File: src/rtl/pc_pkg.sv
// Shared opcode encodings for the fetch-stage program counter.
package pc_pkg;
  localparam int OP_W = 3;
  localparam logic [OP_W-1:0] OP_NEXT = 3'd0;
  localparam logic [OP_W-1:0] OP_JABS = 3'd1;
  localparam logic [OP_W-1:0] OP_JREL = 3'd2;
  localparam logic [OP_W-1:0] OP_CALL = 3'd3;
  localparam logic [OP_W-1:0] OP_RET  = 3'd4;
  localparam logic [OP_W-1:0] OP_TRAP = 3'd5;
endpackage

File: src/rtl/ret_stack.sv
// Circular return-address LIFO; a push when full overwrites the oldest entry.
module ret_stack #(
  parameter int WIDTH       = 16,
  parameter int STACK_DEPTH = 8,
  localparam int DW = $clog2(STACK_DEPTH + 1),
  localparam int PW = (STACK_DEPTH > 1) ? $clog2(STACK_DEPTH) : 1
) (
  input  logic             clk,
  input  logic             reset,
  input  logic             push,
  input  logic             pop,
  input  logic [WIDTH-1:0] data,
  output logic [WIDTH-1:0] top,
  output logic [DW-1:0]    depth,
  output logic             full,
  output logic             empty
);
  logic [WIDTH-1:0] mem_q [STACK_DEPTH];
  logic [PW-1:0]    ptr_q, ptr_inc, ptr_dec;
  logic [DW-1:0]    depth_q;

  // Explicit wrap so non-power-of-two depths stay circular.
  assign ptr_inc = (ptr_q == PW'(STACK_DEPTH - 1)) ? '0 : ptr_q + 1'b1;
  assign ptr_dec = (ptr_q == '0) ? PW'(STACK_DEPTH - 1) : ptr_q - 1'b1;

  assign full  = (depth_q == DW'(STACK_DEPTH));
  assign empty = (depth_q == '0);
  assign depth = depth_q;
  assign top   = empty ? '0 : mem_q[ptr_q];

  always_ff @(posedge clk) begin
    if (reset) begin
      ptr_q   <= PW'(STACK_DEPTH - 1);
      depth_q <= '0;
    end else if (push) begin
      ptr_q <= ptr_inc;
      if (!full) depth_q <= depth_q + 1'b1;
    end else if (pop && !empty) begin
      ptr_q   <= ptr_dec;
      depth_q <= depth_q - 1'b1;
    end
  end

  always_ff @(posedge clk) begin
    if (push && !reset) mem_q[ptr_inc] <= data;
  end
endmodule

File: src/rtl/pc_stack.sv
// Fetch-stage program counter with jumps, trap entry and a return-address stack.
module pc_stack
  import pc_pkg::*;
#(
  parameter int               WIDTH        = 16,
  parameter int               STEP         = 2,
  parameter logic [WIDTH-1:0] RESET_VECTOR = '0,
  parameter logic [WIDTH-1:0] TRAP_VECTOR  = WIDTH'(16'h0010),
  parameter int               STACK_DEPTH  = 8
) (
  input  logic                               I_clk,
  input  logic                               I_reset,
  input  logic                               I_enable,
  input  logic [OP_W-1:0]                    I_op,
  input  logic [WIDTH-1:0]                   I_target,
  output logic [WIDTH-1:0]                   O_out,
  output logic [WIDTH-1:0]                   O_ret_addr,
  output logic [$clog2(STACK_DEPTH+1)-1:0]   O_depth,
  output logic                               O_overflow,
  output logic                               O_underflow
);
  logic [WIDTH-1:0] pc_q, pc_d, pc_seq, push_data, top;
  logic             ovf_q, ovf_d, unf_q, unf_d;
  logic             push, pop, full, empty;

  assign pc_seq = pc_q + WIDTH'(STEP);

  always_comb begin
    pc_d      = pc_q;
    ovf_d     = ovf_q;
    unf_d     = unf_q;
    push      = 1'b0;
    pop       = 1'b0;
    push_data = pc_seq;
    if (I_enable) begin
      case (I_op)
        OP_JABS: pc_d = I_target;
        OP_JREL: pc_d = pc_q + I_target;
        OP_CALL: begin
          push = 1'b1;
          pc_d = I_target;
        end
        OP_RET: begin
          // Popping an empty stack degrades to a sequential step.
          if (empty) begin
            unf_d = 1'b1;
            pc_d  = pc_seq;
          end else begin
            pop  = 1'b1;
            pc_d = top;
          end
        end
        OP_TRAP: begin
          push      = 1'b1;
          push_data = pc_q;
          pc_d      = TRAP_VECTOR;
        end
        default: pc_d = pc_seq;
      endcase
      if (push && full) ovf_d = 1'b1;
    end
  end

  always_ff @(posedge I_clk) begin
    if (I_reset) begin
      pc_q  <= RESET_VECTOR;
      ovf_q <= 1'b0;
      unf_q <= 1'b0;
    end else begin
      pc_q  <= pc_d;
      ovf_q <= ovf_d;
      unf_q <= unf_d;
    end
  end

  ret_stack #(.WIDTH(WIDTH), .STACK_DEPTH(STACK_DEPTH)) u_stack (
    .clk   (I_clk),
    .reset (I_reset),
    .push  (push),
    .pop   (pop),
    .data  (push_data),
    .top   (top),
    .depth (O_depth),
    .full  (full),
    .empty (empty)
  );

  assign O_out       = pc_q;
  assign O_ret_addr  = top;
  assign O_overflow  = ovf_q;
  assign O_underflow = unf_q;
endmodule

File: config.mk
export PLATFORM = sky130hd
export DESIGN_NAME = pc_stack
export DESIGN_NICKNAME = d
export VERILOG_FILES = /design/src/rtl/pc_pkg.sv /design/src/rtl/ret_stack.sv /design/src/rtl/pc_stack.sv
export SDC_FILE = /design/constraint.sdc
export NUM_CORES = 1
export LEC_CHECK = 0
export CAP_MARGIN = 15
export CELL_PAD_IN_SITES_DETAIL_PLACEMENT = 1
export CELL_PAD_IN_SITES_GLOBAL_PLACEMENT = 1
export CORE_ASPECT_RATIO = 1.25
export CORE_MARGIN = 1.5
export CORE_UTILIZATION = 30
export CTS_CLUSTER_SIZE = 16
export DETAILED_ROUTE_END_ITERATION = 8
export PLACE_DENSITY_LB_ADDON = 0.1
export SYNTH_ARGS = -nofsm -noshare
export SYNTH_HDL_FRONTEND = slang
export SYNTH_SLANG_ARGS = --single-unit
export TNS_END_PERCENT = 50
File: constraint.sdc
create_clock -name I_clk -period 3.8 [get_ports I_clk]
set_input_delay 0.76 -clock I_clk [delete_from_list [all_inputs] [get_ports I_clk]]
set_output_delay 0.76 -clock I_clk [all_outputs]
set_load 0.05 [all_outputs]
==> impl_metrics.json <==
{
  "status": "finished, final reports clean",
  "whs_path_depth": 2,
  "arrival_ns": 2.34,
  "cp_max_fo": 25,
  "final_max_slew_viol_count": 0,
  "grt_use_met2": 0.305,
  "timing.hold.ws_ns": 0.469,
  "antenna_left": 0,
  "routed_wl_um": 21900,
  "nFillCells": 2665,
  "finalSetupViolCount": 0,
  "total_power_mw": 4.54,
  "avgViaCountPerCell": 5.16,
  "clock_sinks": 156,
  "netlist_area_um2": 7770,
  "cts_tree": "yes",
  "multi_input_comb_area_um2": 3190,
  "synth_nets": 632,
  "period_share": 0.816,
  "rr_startpoint": "O_out[0]",
  "fmax_mhz": 322,
  "synth_edf_count": 128,
  "min_from": "O_overflow",
  "synthArstFlopShare": 0,
  "slew_headroom": 0.427,
  "clk_pin_slew_worst_paths_ns": 0.06,
  "drt_pass1_iterations": 5,
  "ir_worst_vdd_mv": 0.202,
  "grt.busiest_layer": "met2",
  "holdBufCountCts": 0,
  "hp-class": "reg2reg",
  "num_vias": 5194,
  "grt_pass1_wl_um": 33500,
  "crit_slowest_cell": "mux4_2",
  "ys_dominant_reg_cell": "edfxtp_1",
  "ys.warnings.count": 0,
  "end_kind": "output port",
  "seq_area_frac_synth": 0.567,
  "rows": 65,
  "yosysTopAreaCell": "edfxtp_1",
  "grt_usage": 0.169,
  "post-cts-setup-buffers": 0,
  "synthTopCellsByArea": "edfxtp_1 49%, mux4_2 9.3%, dfxtp_1 7.2%",
  "register_area_um2": 4410,
  "synth_cell_types": 71,
  "worst_ep_required_time_ns": 3.04,
  "start_kind": "flop",
  "ioPinCount": 60,
  "p_leak_nw": 3.35,
  "route.detailed.drc": 0,
  "dp_hpwl_um": 15600,
  "wl_per_cell_um": 21.8,
  "dieWidth_um": 147,
  "drive_above_1_share": 0.176,
  "hold_viol": 0,
  "grt-ovfl-total": 0,
  "skew_ns": 0.0121,
  "routabilityCongestion": 0.769,
  "drv_cap": 0,
  "path_cells": "buf_4 > mux4_2 > mux2i_1 > nor2_1 > buf_4",
  "antenna_found_initial": 1,
  "tightest_slew_ns": 0.853,
  "grt_pass1_vias": 5662,
  "worst_path_most_repeated_cell": "buf_4",
  "cts_buffers": 17,
  "syn_to_final_growth_pct": 21.1,
  "clk_latency_ns": 0.43,
  "avgSynthCellArea_um2": 13.3,
  "cts_buffer_depth": 2,
  "rr_worst_depth": 9,
  "dieArea_um2": 26900,
  "yosysTopAreaCellShare": 0.495,
  "rsz0062_at_grt": "false",
  "ctsResizeCount": 0,
  "period_needed_ns": 3.10,
  "synth-seq-cells": 156,
  "grt_max_degree": 36,
  "syn_inst": 586,
  "grt.met1_usage": 0.203,
  "core_area_um2": 25400,
  "path_class": "reg2out",
  "p_per_area_nw_per_um2": 483,
  "htree_levels": 4,
  "cts_root_buffer": "clkbuf_16",
  "met3_usage": 0.0294,
  "portBuffers": 59,
  "finalNetCount": 704,
  "fin_tns_setup_ns": 0,
  "drtIter0Drc": 237,
  "start_util": 0.306,
  "cp_slowest_stage_delay_ns": 0.57,
  "die_y_um": 183
}
==> stage by stage <==
stage / worst slack, ns / instance area (um2) / cells / util
2_1_floorplan: 0.0711 / 7770 / 586 / -
3_3_place_gp: 0.456 / 8790 / 974 / 0.346
3_5_place_dp: 0.307 / 8790 / 974 / 0.346
4_1_cts: 0.644 / 9400 / 1005 / 0.370
5_1_grt: 0.540 / 9400 / 1006 / 0.371
6_report: 0.699 / 9400 / 1006 / 0.371
==> synthesized netlist by cell type, types with 11 or more instances <==
master,n
edfxtp_1,128
nor2_1,65
nand2_1,41
mux4_2,32
dfxtp_1,28
ha_1,22
xnor2_1,22
a21oi_1,19
mux2i_1,19
nor3_1,18
o21ai_0,13
inv_1,12
o211ai_1,11
==> layout make-up <==
| cell class | instances | area share |
|---|---|---|
| Sequential cell | 156 | 0.469 |
| Antenna cell | 1 | 0.000266 |
| Inverter | 13 | 0.00572 |
| Multi-Input combinational cell | 389 | 0.339 |
| Clock inverter | 9 | 0.0174 |
| Timing Repair Buffer | 81 | 0.0774 |
| Tap cell | 335 | 0.0446 |
| Clock buffer | 22 | 0.0472 |
==> logic make-up after synthesis <==
logic type | after synthesis | synth area share
buffers and inverters | 41 | 0.0277
muxes | 52 | 0.120
DFF | 156 | 0.567
AOI/OAI and AO/OA | 106 | 0.100
and+or+nand+nor | 175 | 0.108
adders and majority gates | 24 | 0.0406
xor gates and xnor gates | 32 | 0.0361
==> path summary, 6_finish.rpt <==
path,endpoint,slack [ns]
worst min-delay path,O_overflow,0.47
worst max register to register,O_out[8],1.05
worst min register to register,O_overflow,0.47
worst max-delay path,O_ret_addr[14],0.70
==> state kept, by name, indices dropped and copies added (netlist names), named ones only <==
| signal | flops |
|---|---|
| u_stack.ptr_q | 3 |
| O_overflow | 1 |
| u_stack.depth | 4 |
| u_stack.mem_q | 128 |
| O_underflow | 1 |
| O_out | 16 |
==> critical path, delay by kind of cell, from the launching register on <==
family / cells / cell delay (ns)
flops: 1 / 0.31
simple gates: 1 / 0.09
mux: 2 / 0.92
buf+inv: 2 / 0.57
==> cell usage in the layout (no fill, tap or decap), types with 17 or more instances in the layout <==
| cell | n |
|---|---|
| dfxtp_1 | 27 |
| nor2_1 | 65 |
| a21oi_1 | 19 |
| nand2_1 | 41 |
| ha_1 | 22 |
| xnor2_1 | 22 |
| mux2i_1 | 19 |
| buf_4 | 37 |
| clkdlybuf4s50_1 | 43 |
| nor3_1 | 17 |
| edfxtp_1 | 128 |
| clkbuf_16 | 17 |
| mux4_2 | 32 |
==> power by group <==
| part | internal, mW | switching [mW] | total, mW |
|---|---|---|---|
| Combinational | 0.289 | 0.509 | 0.798 |
| Clock | 1.10 | 0.687 | 1.79 |
| Sequential | 1.90 | 0.0575 | 1.95 |
==> layer usage <==
| metal | routed length (um) | vias to the layer above | share of wire |
|---|---|---|---|
| met5 | 0 | - | 0 |
| met4 | 333 | 0 | 0.015 |
| met3 | 565 | 22 | 0.026 |
| met2 | 11600 | 75 | 0.53 |
| met1 | 9470 | 2683 | 0.43 |
| li1 | - | 2414 | - |
Note: power is estimated with default switching activity, not from simulation.
